File: config.mk
export PLATFORM = sky130hd
export DESIGN_NAME = pc_ctrl
export DESIGN_NICKNAME = d
export VERILOG_FILES = /design/src/rtl/pc_ctrl.sv
export SDC_FILE = /design/constraint.sdc
export NUM_CORES = 1
export LEC_CHECK = 0
export ABC_CLOCK_PERIOD_IN_PS = 3300
export CAP_MARGIN = 20
export CORE_MARGIN = 10
export CORE_UTILIZATION = 47
export DETAILED_ROUTE_END_ITERATION = 10
export PLACE_DENSITY = 0.87
export RECOVER_POWER = 100
export SLEW_MARGIN = 20
export SYNTH_ARGS = -nofsm -noshare
export SYNTH_HDL_FRONTEND = slang
export SYNTH_SLANG_ARGS = --single-unit
File: constraint.sdc
create_clock -name clk_i -period 3.3 [get_ports clk_i]
set_input_delay 0.495 -clock clk_i [delete_from_list [all_inputs] [get_ports clk_i]]
set_output_delay 0.495 -clock clk_i [all_outputs]
set_load 0.01 [all_outputs]
File: src/rtl/pc_ctrl.sv
// pc_ctrl: program-counter sequencing FSM (BOOT -> FETCH <-> STALL).
// Picks the next PC from exception / jump / branch / pending redirect /
// sequential PC+4. It drives the PC register enable and data_in, issues
// instruction fetch requests, and counts completed PC updates.
module pc_ctrl #(
  parameter logic [31:0] RESET_PC   = 32'h00400000,
  parameter logic [31:0] EXC_VECTOR = 32'h00400004
) (
  input  logic        clk_i,
  input  logic        rst_i,
  input  logic [31:0] pc_cur_i,
  input  logic        imem_ack_i,
  input  logic        stall_i,
  input  logic        exc_i,
  input  logic        jump_i,
  input  logic [31:0] jump_target_i,
  input  logic        branch_taken_i,
  input  logic [31:0] branch_target_i,
  output logic        pc_ena_o,
  output logic [31:0] pc_next_o,
  output logic        imem_req_o,
  output logic [31:0] imem_addr_o,
  output logic [31:0] fetch_cnt_o,
  output logic [1:0]  state_dbg_o
);

  typedef enum logic [1:0] {
    BOOT  = 2'd0,
    FETCH = 2'd1,
    STALL = 2'd2
  } state_e;

  // Redirect priority levels; the numeric order is the arbitration order.
  typedef enum logic [1:0] {
    PRI_NONE = 2'd0,
    PRI_BR   = 2'd1,
    PRI_JMP  = 2'd2,
    PRI_EXC  = 2'd3
  } pri_e;

  state_e      state_q, state_d;
  pri_e        pend_pri_q, pend_pri_d;
  logic [31:0] pend_tgt_q, pend_tgt_d;
  pri_e        redir_pri;
  logic [31:0] redir_tgt;
  logic [31:0] sel_pc;
  logic [31:0] cnt_q, cnt_d;
  logic        upd;

  // Highest-priority redirect pulse present this cycle, targets word aligned
  always_comb begin
    redir_pri = PRI_NONE;
    redir_tgt = '0;
    if (exc_i) begin
      redir_pri = PRI_EXC;
      redir_tgt = EXC_VECTOR;
    end else if (jump_i) begin
      redir_pri = PRI_JMP;
      redir_tgt = jump_target_i & ~32'd3;
    end else if (branch_taken_i) begin
      redir_pri = PRI_BR;
      redir_tgt = branch_target_i & ~32'd3;
    end
  end

  // Next-PC select: live redirect, else pending redirect, else PC+4 (wraps)
  always_comb begin
    sel_pc = pc_cur_i + 32'd4;
    if (redir_pri != PRI_NONE) begin
      sel_pc = redir_tgt;
    end else if (pend_pri_q != PRI_NONE) begin
      sel_pc = pend_tgt_q;
    end
  end

  // FSM next state and outputs; reset overrides outputs combinationally so
  // they fall to their reset values without waiting for a clock edge
  always_comb begin
    state_d    = state_q;
    upd        = 1'b0;
    pc_ena_o   = 1'b0;
    pc_next_o  = sel_pc;
    imem_req_o = 1'b0;
    case (state_q)
      BOOT: begin
        pc_ena_o  = 1'b1;
        pc_next_o = RESET_PC;
        state_d   = FETCH;
      end
      FETCH: begin
        imem_req_o = 1'b1;
        if (imem_ack_i) begin
          if (stall_i) state_d = STALL;
          else         upd     = 1'b1;
        end
      end
      STALL: begin
        if (!stall_i) begin
          upd     = 1'b1;
          state_d = FETCH;
        end
      end
      default: state_d = BOOT;
    endcase
    if (upd) pc_ena_o = 1'b1;
    if (rst_i) begin
      state_d    = BOOT;
      upd        = 1'b0;
      pc_ena_o   = 1'b0;
      pc_next_o  = RESET_PC;
      imem_req_o = 1'b0;
    end
  end

  // Pending redirect: cleared by an update, otherwise captured when the new
  // pulse is at least as important as what is already held
  always_comb begin
    pend_pri_d = pend_pri_q;
    pend_tgt_d = pend_tgt_q;
    if (upd) begin
      pend_pri_d = PRI_NONE;
      pend_tgt_d = '0;
    end else if (redir_pri != PRI_NONE && redir_pri >= pend_pri_q) begin
      pend_pri_d = redir_pri;
      pend_tgt_d = redir_tgt;
    end
  end

  // Completed-update counter (BOOT load is not counted), wraps naturally
  always_comb begin
    cnt_d = cnt_q;
    if (upd) cnt_d = cnt_q + 32'd1;
  end

  // State registers with asynchronous reset
  always_ff @(posedge clk_i or posedge rst_i) begin
    if (rst_i) begin
      state_q    <= BOOT;
      pend_pri_q <= PRI_NONE;
      pend_tgt_q <= '0;
      cnt_q      <= '0;
    end else begin
      state_q    <= state_d;
      pend_pri_q <= pend_pri_d;
      pend_tgt_q <= pend_tgt_d;
      cnt_q      <= cnt_d;
    end
  end

  assign imem_addr_o = pc_cur_i;
  assign fetch_cnt_o = cnt_q;
  assign state_dbg_o = state_q;

endmodule

==> results of run 1 <==
## sequential cells by signal, summed over array words and instances (netlist names)
register	cells
fetch_cnt_o	32
pend_tgt_q	30
state_dbg_o	2
pend_pri_q	2
## layout make-up
type | instances | area, um^2
multi-input cells | 462 | 2831
repair buffers | 251 | 2328
flip-flops and latches | 66 | 1652
well taps | 136 | 170.2
clock inverters | 6 | 113.9
clock buffers | 10 | 137.6
fillers | 763 | 3010
inverters | 9 | 33.78
## path summary, 6_finish.rpt
check	start	to	slack (ns)	depth (start not counted)
worst max-delay path	pc_cur_i[8]	pc_next_o[15]	0.08	8
worst min-delay path	fetch_cnt_o[31]	fetch_cnt_o[31]	0.49	1
worst max register to register	state_dbg_o[1]	fetch_cnt_o[11]	0.47	8
worst min register to register	fetch_cnt_o[31]	fetch_cnt_o[31]	0.49	1
max in group asynchronous	rst_i	pend_tgt_q[12]	0.95	4
min in group asynchronous	rst_i	state_dbg_o[0]	1.38	4
## cells by family after synthesis
group	after synthesis
muxes	2
adders and majority gates	8
DFF	66
and+or+nand+nor	254
xor gates and xnor gates	56
AOI/OAI and AO/OA	142
buffers and inverters	79
## per-stage QoR
step / hold slack (ns) / setup WS, ns / setup TNS (ns)
after floorplan: 0.4975 / 0.6606 / 0
after global placement: 0.4663 / -0.02697 / -0.05244
after detailed placement: 0.4753 / -0.1256 / -0.2686
after CTS: 0.4952 / 0.01678 / 0
after global routing: 0.4976 / 0.007390 / 0
final: 0.4871 / 0.07689 / 0
## report_power, final
| part | switching, mW | leakage, nW | internal [mW] |
|---|---|---|---|
| combinational | 0.708 | 2.10 | 0.530 |
| sequential | 0.108 | 0.876 | 0.961 |
| clock | 0.326 | 0.119 | 0.523 |
| total | 1.14 | 3.10 | 2.01 |
## what timing repair did
item,4_1_cts,5_1_grt
endpoints found under the setup margin,7,15
hold buffers,0,0
hold endpoints to repair,0,0
gates resized for setup,9,20
cloned,0,0
## per-layer routing
| metal | GRT usage | routed length (um) | vias to the layer above |
|---|---|---|---|
| met2 | 0.3954 | 8837 | 254 |
| met5 | 0 | 0 | - |
| li1 | - | - | 2502 |
| met1 | 0.2669 | 6824 | 2560 |
| met4 | 0.06333 | 227 | 0 |
| met3 | 0.06520 | 1748 | 23 |
## layout by cell type, fill, tap and decap left out, types with 14 or more instances in the layout
cell type,instances
buf_4,43
dlygate4sd3_1,73
clkdlybuf4s50_1,105
nand2_1,93
nand3_1,27
xnor2_1,36
nor2_1,42
o21ai_0,29
nand4_1,21
a21oi_1,52
dfrtp_1,66
xor2_1,20
a22oi_1,28
or3_1,14
## critical path: cells and delay by family
family,cells,cell delay [ns]
AO/OA/AOI/OAI,2,0.31
AND/OR/NAND/NOR,2,0.51
XOR/XNOR,1,0.09
buffers and inverters,3,1.32
==> reports/qor.yml, run 1 <==
outcome: "finished, violations left"
violations: "max-capacitance violations, max-slew violations"
io_buffers: 198
power-per-cell-area_nw_per_um2: 434.4
min_period_over_period: 0.9767
crit_path_cell_trace: "clkdlybuf4s50_1 -> nand4_1 -> nor4_2 -> clkbuf_1 -> xnor2_1 -> a21oi_1 -> a22o_1 -> clkdlybuf4s50_1"
initial_core_util: 0.4794
min_period_ns: 3.223
cts.root.buffer_cell: "clkbuf_8"
post_cts_buffers: 0
cts_tree: "built"
ys_ff_latch: 66
worst_pin_slew_ns: 1.613
yosysTopAreaCellShare: 0.3352
synth.yosys.warnings: 0
fin_util: 0.7071
hold_class: "flop to flop"
clock-sinks: 66
die_area_um2: 14980
postPlaceCellArea_um2: 7076
cts_buffers: 9
hold_violations: 0
wl_um: 17640
skew_ns: 0.01310
ys_top_cells_by_count: "nand2_1, dfrtp_1, a21oi_1, nor2_1"
die_w_um: 122.4
antenna_found_initial: 0
synth_area_leaders: "dfrtp_1, nand2_1, xnor2_1"
crit_type: "input pin to primary output"
htree_levels: 3
viasPerCell: 5.680
synth.largest_area_cell: "dfrtp_1"
detail_route.wl_per_cell_um: 18.76
synthAdderAreaFrac: 0.02031
finalInstanceArea_um2: 7267
vias: 5339
grt_pass1_vias: 5373
slowest_delay_ns: 0.57
ys_seq_area_frac: 0.3352
ys.flop_type: "dfrtp_1"
track_usage: 0.2270
synth_xor_area_frac: 0.09954
fp.dieH_um: 122.4
peakVddDrop_uv: 325.7
num_io_pins: 203
path_max_fanout: 3
grt-ovfl-total: 0
clkTransAtPathRegs_ns: 0.07
synth_cells: 607
finalSetupViolCount: 0
p_leak_nw: 3.099
nets: 910
required_ns: 2.80
cpMostUsedCell: "clkdlybuf4s50_1"
area_growth_pct: 47.49
cp-start-kind: "input pin"
synth_edf_count: 0
slew_headroom: -0.07564
fmax_mhz: 310.3
diodes: 0
yosys.area_share.simple: 0.2679
grt_max_degree: 67
clock_latency_ns: 0.35
synth_mux_area_frac: 0.004317
end_kind: "primary output"
finalNonFillerCells: 940
cts_buffer_depth: 2
synth_top_family_by_area: "simple AND/OR/NAND/NOR gates"
yosysUniqueCellTypes: 48
hpwl_um: 13610
slew_viol_final: 67
drtIter0Drc: 467
yosysMostFrequentCell: "nand2_1"
dp_cells: 924
avgSynthCellArea_um2: 8.117
grt_pass1_wl_um: 27830
synthArstFlopShare: 1.000
ant_nets: 0
core-area_um2: 10280
drc_errors: 0
drive_above_1_share: 0.1095
drv_cap: 1
slowest_stage: "clkdlybuf4s50_1"
synth_compound_area_frac: 0.1767
syn_nets: 718
p_total_mw: 3.156
dr.pass1.iters: 5
grt_setup_unrepaired: "no"
rows: 37
syn-cell-area_um2: 4927
crit_arrival_ns: 2.73
gp_congestion: 0.9206
Note: power is estimated with default switching activity, not from simulation.
==> run 2, diff against run 1 <==
CORE_ASPECT_RATIO = 1.5   (was not set)
==> run 2 against run 1 <==
Net effect:
- the run still ends with max-capacitance violations, max-slew violations left
- clock-buffer cell count increased by 1
- power shrank 0.36%
- flip-flop and latch count stayed put
- non-clock buffer count is 1 higher
- worst setup slack got worse by 0.018 ns
- combinational power about the same
- via count decreased by 0.81%
- design area up 0.50%
- final cell count rose by 0.53%
- largest cell class unchanged
==> reports/qor.yml, run 2 (same netlist as run 1, synthesis figures left out) <==
worst_pin_slew_ns: 1.631  # +0.01787 ns
layout_common_cells: "clkdlybuf4s50_1, nand2_1, dlygate4sd3_1"
cts_buffers: 9  # unchanged
finalSetupViolCount: 0  # unchanged
drtIter0Drc: 414  # -11%
postPlaceCellArea_um2: 7082  # about the same
power-per-cell-area_nw_per_um2: 430.6  # -0.86%
grt_pass1_vias: 5268  # -2.0%
cts_tree: "built"
track_usage: 0.2233  # -0.003768
num_io_pins: 203  # unchanged
ant_nets: 0  # unchanged
r2r-end: "fetch_cnt_o[6]"
grt-ovfl-total: 0  # unchanged
skew_ns: 0.005440  # -0.007662 ns
core-area_um2: 10190  # -0.84%
initial_core_util: 0.4835  # +0.004061
rows: 45  # +22%
drc_errors: 0  # unchanged
required_ns: 2.80  # about the same
slowest_delay_ns: 0.62  # +0.05 ns
whs_endpoint: "fetch_cnt_o[31]"
p_leak_nw: 3.156  # +1.8%
cts.root.buffer_cell: "clkbuf_16"
crit_type: "input pin to primary output"
finalInstanceArea_um2: 7303  # +0.50%
hold_violations: 0  # unchanged
grt_pass1_wl_um: 27740  # -0.30%
drive_above_1_share: 0.1046  # -0.004845
die_w_um: 103.6  # -15%
cts_buffer_depth: 2  # unchanged
cpMostUsedCell: "buf_4"
end_kind: "primary output"
clkTransAtPathRegs_ns: 0.05  # -0.02 ns
r2r_cells: 8  # unchanged
worst-path-buf-inv: 4  # +1
wl_um: 17730  # +0.53%
reg2reg_from: "state_dbg_o[0]"
slowest_stage: "dlygate4sd3_1"
timing.final.ws_setup_ns: 0.05845  # -0.01843 ns
multi_input_area_um2: 2808  # -0.84%
outcome: "finished, violations left"
filler_cell_count: 786  # +3.0%
fp.dieH_um: 145.4  # +19%
path_max_fanout: 4  # +1
hold_start: "fetch_cnt_o[31]"
clock-sinks: 66  # unchanged
min_period_ns: 3.242  # +0.01843 ns
worst-r2r-setup-slack_ns: 0.50  # +0.03 ns
register_area_um2: 1652  # unchanged
whs_ns: 0.4761  # -0.01096 ns
hold_class: "flop to flop"
final_common_cell: "clkdlybuf4s50_1"
io_buffers: 198  # unchanged
cp-start-kind: "input pin"
vias: 5296  # -0.81%
min_path_cells: 1  # unchanged
slew_viol_final: 67  # unchanged
crit_arrival_ns: 2.75  # +0.02 ns
htree_levels: 3  # unchanged
largest_register_ffs: 32  # unchanged
antenna_found_initial: 1  # +1
fin_util: 0.7166  # +0.009551
crit_path_cell_trace: "dlygate4sd3_1 -> buf_4 -> nand4_1 -> nor4_1 -> buf_4 -> nand2_1 -> a31oi_1 -> o21a_1 -> clkdlybuf4s50_1"
drv_cap: 1  # unchanged
p_total_mw: 3.145  # -0.36%
violations: "max-capacitance violations, max-slew violations"
cp_top_family: "buffers and inverters"
cts-hold-fix-buffers: 0  # unchanged
dp_slack_ns: -0.07241  # +0.05317 ns
clock_latency_ns: 0.33  # -0.02 ns
die_area_um2: 15060  # +0.56%
dr.pass1.iters: 5  # unchanged
area_growth_pct: 48.22
min_period_over_period: 0.9823  # +0.005586
grt_max_degree: 67  # unchanged
fmax_mhz: 308.5  # -0.57%
hpwl_um: 13850  # +1.7%
viasPerCell: 5.604  # -1.3%
gp_congestion: 0.9057  # -1.6%
nets: 911  # +0.11%
detail_route.wl_per_cell_um: 18.76  # about the same
slew_headroom: -0.08755  # -0.01191
peakVddDrop_uv: 444.6  # +37%
## run 2: changes by cell type in the layout (fill, tap and decap cells not counted), sizes merged, moves of 3 or more
cell           delta
dlygate4sd2       -4
bufinv            -3
buf               +3
dlygate4sd3       -6
clkdlybuf4s50    +10
clkbuf            -3
## run 2: metrics by stage
step | instances | TNS, ns
after detailed placement | 929 | -0.1930
after CTS | 943 | 0
final | 945 | 0
after global placement | 929 | -0.1575
after global routing | 945 | -0.04917
after floorplan | 607 | 0
## run 2: worst max path at each step
stage | from | slack [ns] | to | cells after the start
after floorplan | rst_i | 0.66 | pc_ena_o | 2
after global placement | pc_cur_i[12] | -0.08 | pc_next_o[21] | 7
after detailed placement | pc_cur_i[3] | -0.07 | pc_next_o[30] | 9
after global routing | pc_cur_i[11] | -0.04 | pc_next_o[17] | 9
final | pc_cur_i[11] | 0.06 | pc_next_o[17] | 9
after CTS | pc_cur_i[15] | 0.009 | pc_next_o[19] | 8
## run 2: cell type report
type,instances,share of cell area
diodes,1,0.0003426
flip-flops and latches,66,0.2261
well taps,141,0.02416
clock inverters,3,0.002398
inverters,9,0.004626
clock buffers,11,0.03324
repair buffers,252,0.3247
multi-input cells,462,0.3844
## run 2: routing by layer
| metal | GRT usage | vias up | wire length [um] |
|---|---|---|---|
| met3 | 0.07348 | 33 | 1440 |
| met2 | 0.3983 | 231 | 9328 |
| met1 | 0.2352 | 2533 | 6502 |
| met4 | 0.08711 | 0 | 459 |
| li1 | - | 2499 | - |
| met5 | 0 | - | 0 |
## run 2: power breakdown
| part | leakage [nW] | total [mW] | internal (mW) | switching [mW] |
|---|---|---|---|---|
| clock | 0.127 | 0.849 | 0.517 | 0.332 |
| combinational | 2.15 | 1.22 | 0.529 | 0.694 |
| sequential | 0.876 | 1.07 | 0.964 | 0.109 |
## run 2: what timing repair did
item,4_1_cts,5_1_grt
endpoints found under the setup margin,4,14
gates resized for setup,5,16
hold endpoints to repair,0,0
buffers inserted,0,1
==> run 3, diff against run 2 <==
HOLD_SLACK_MARGIN = 0.1   (was not set)
==> results of run 3 <==
Same layout as run 2: the final DEF is identical, and so are final timing and power.
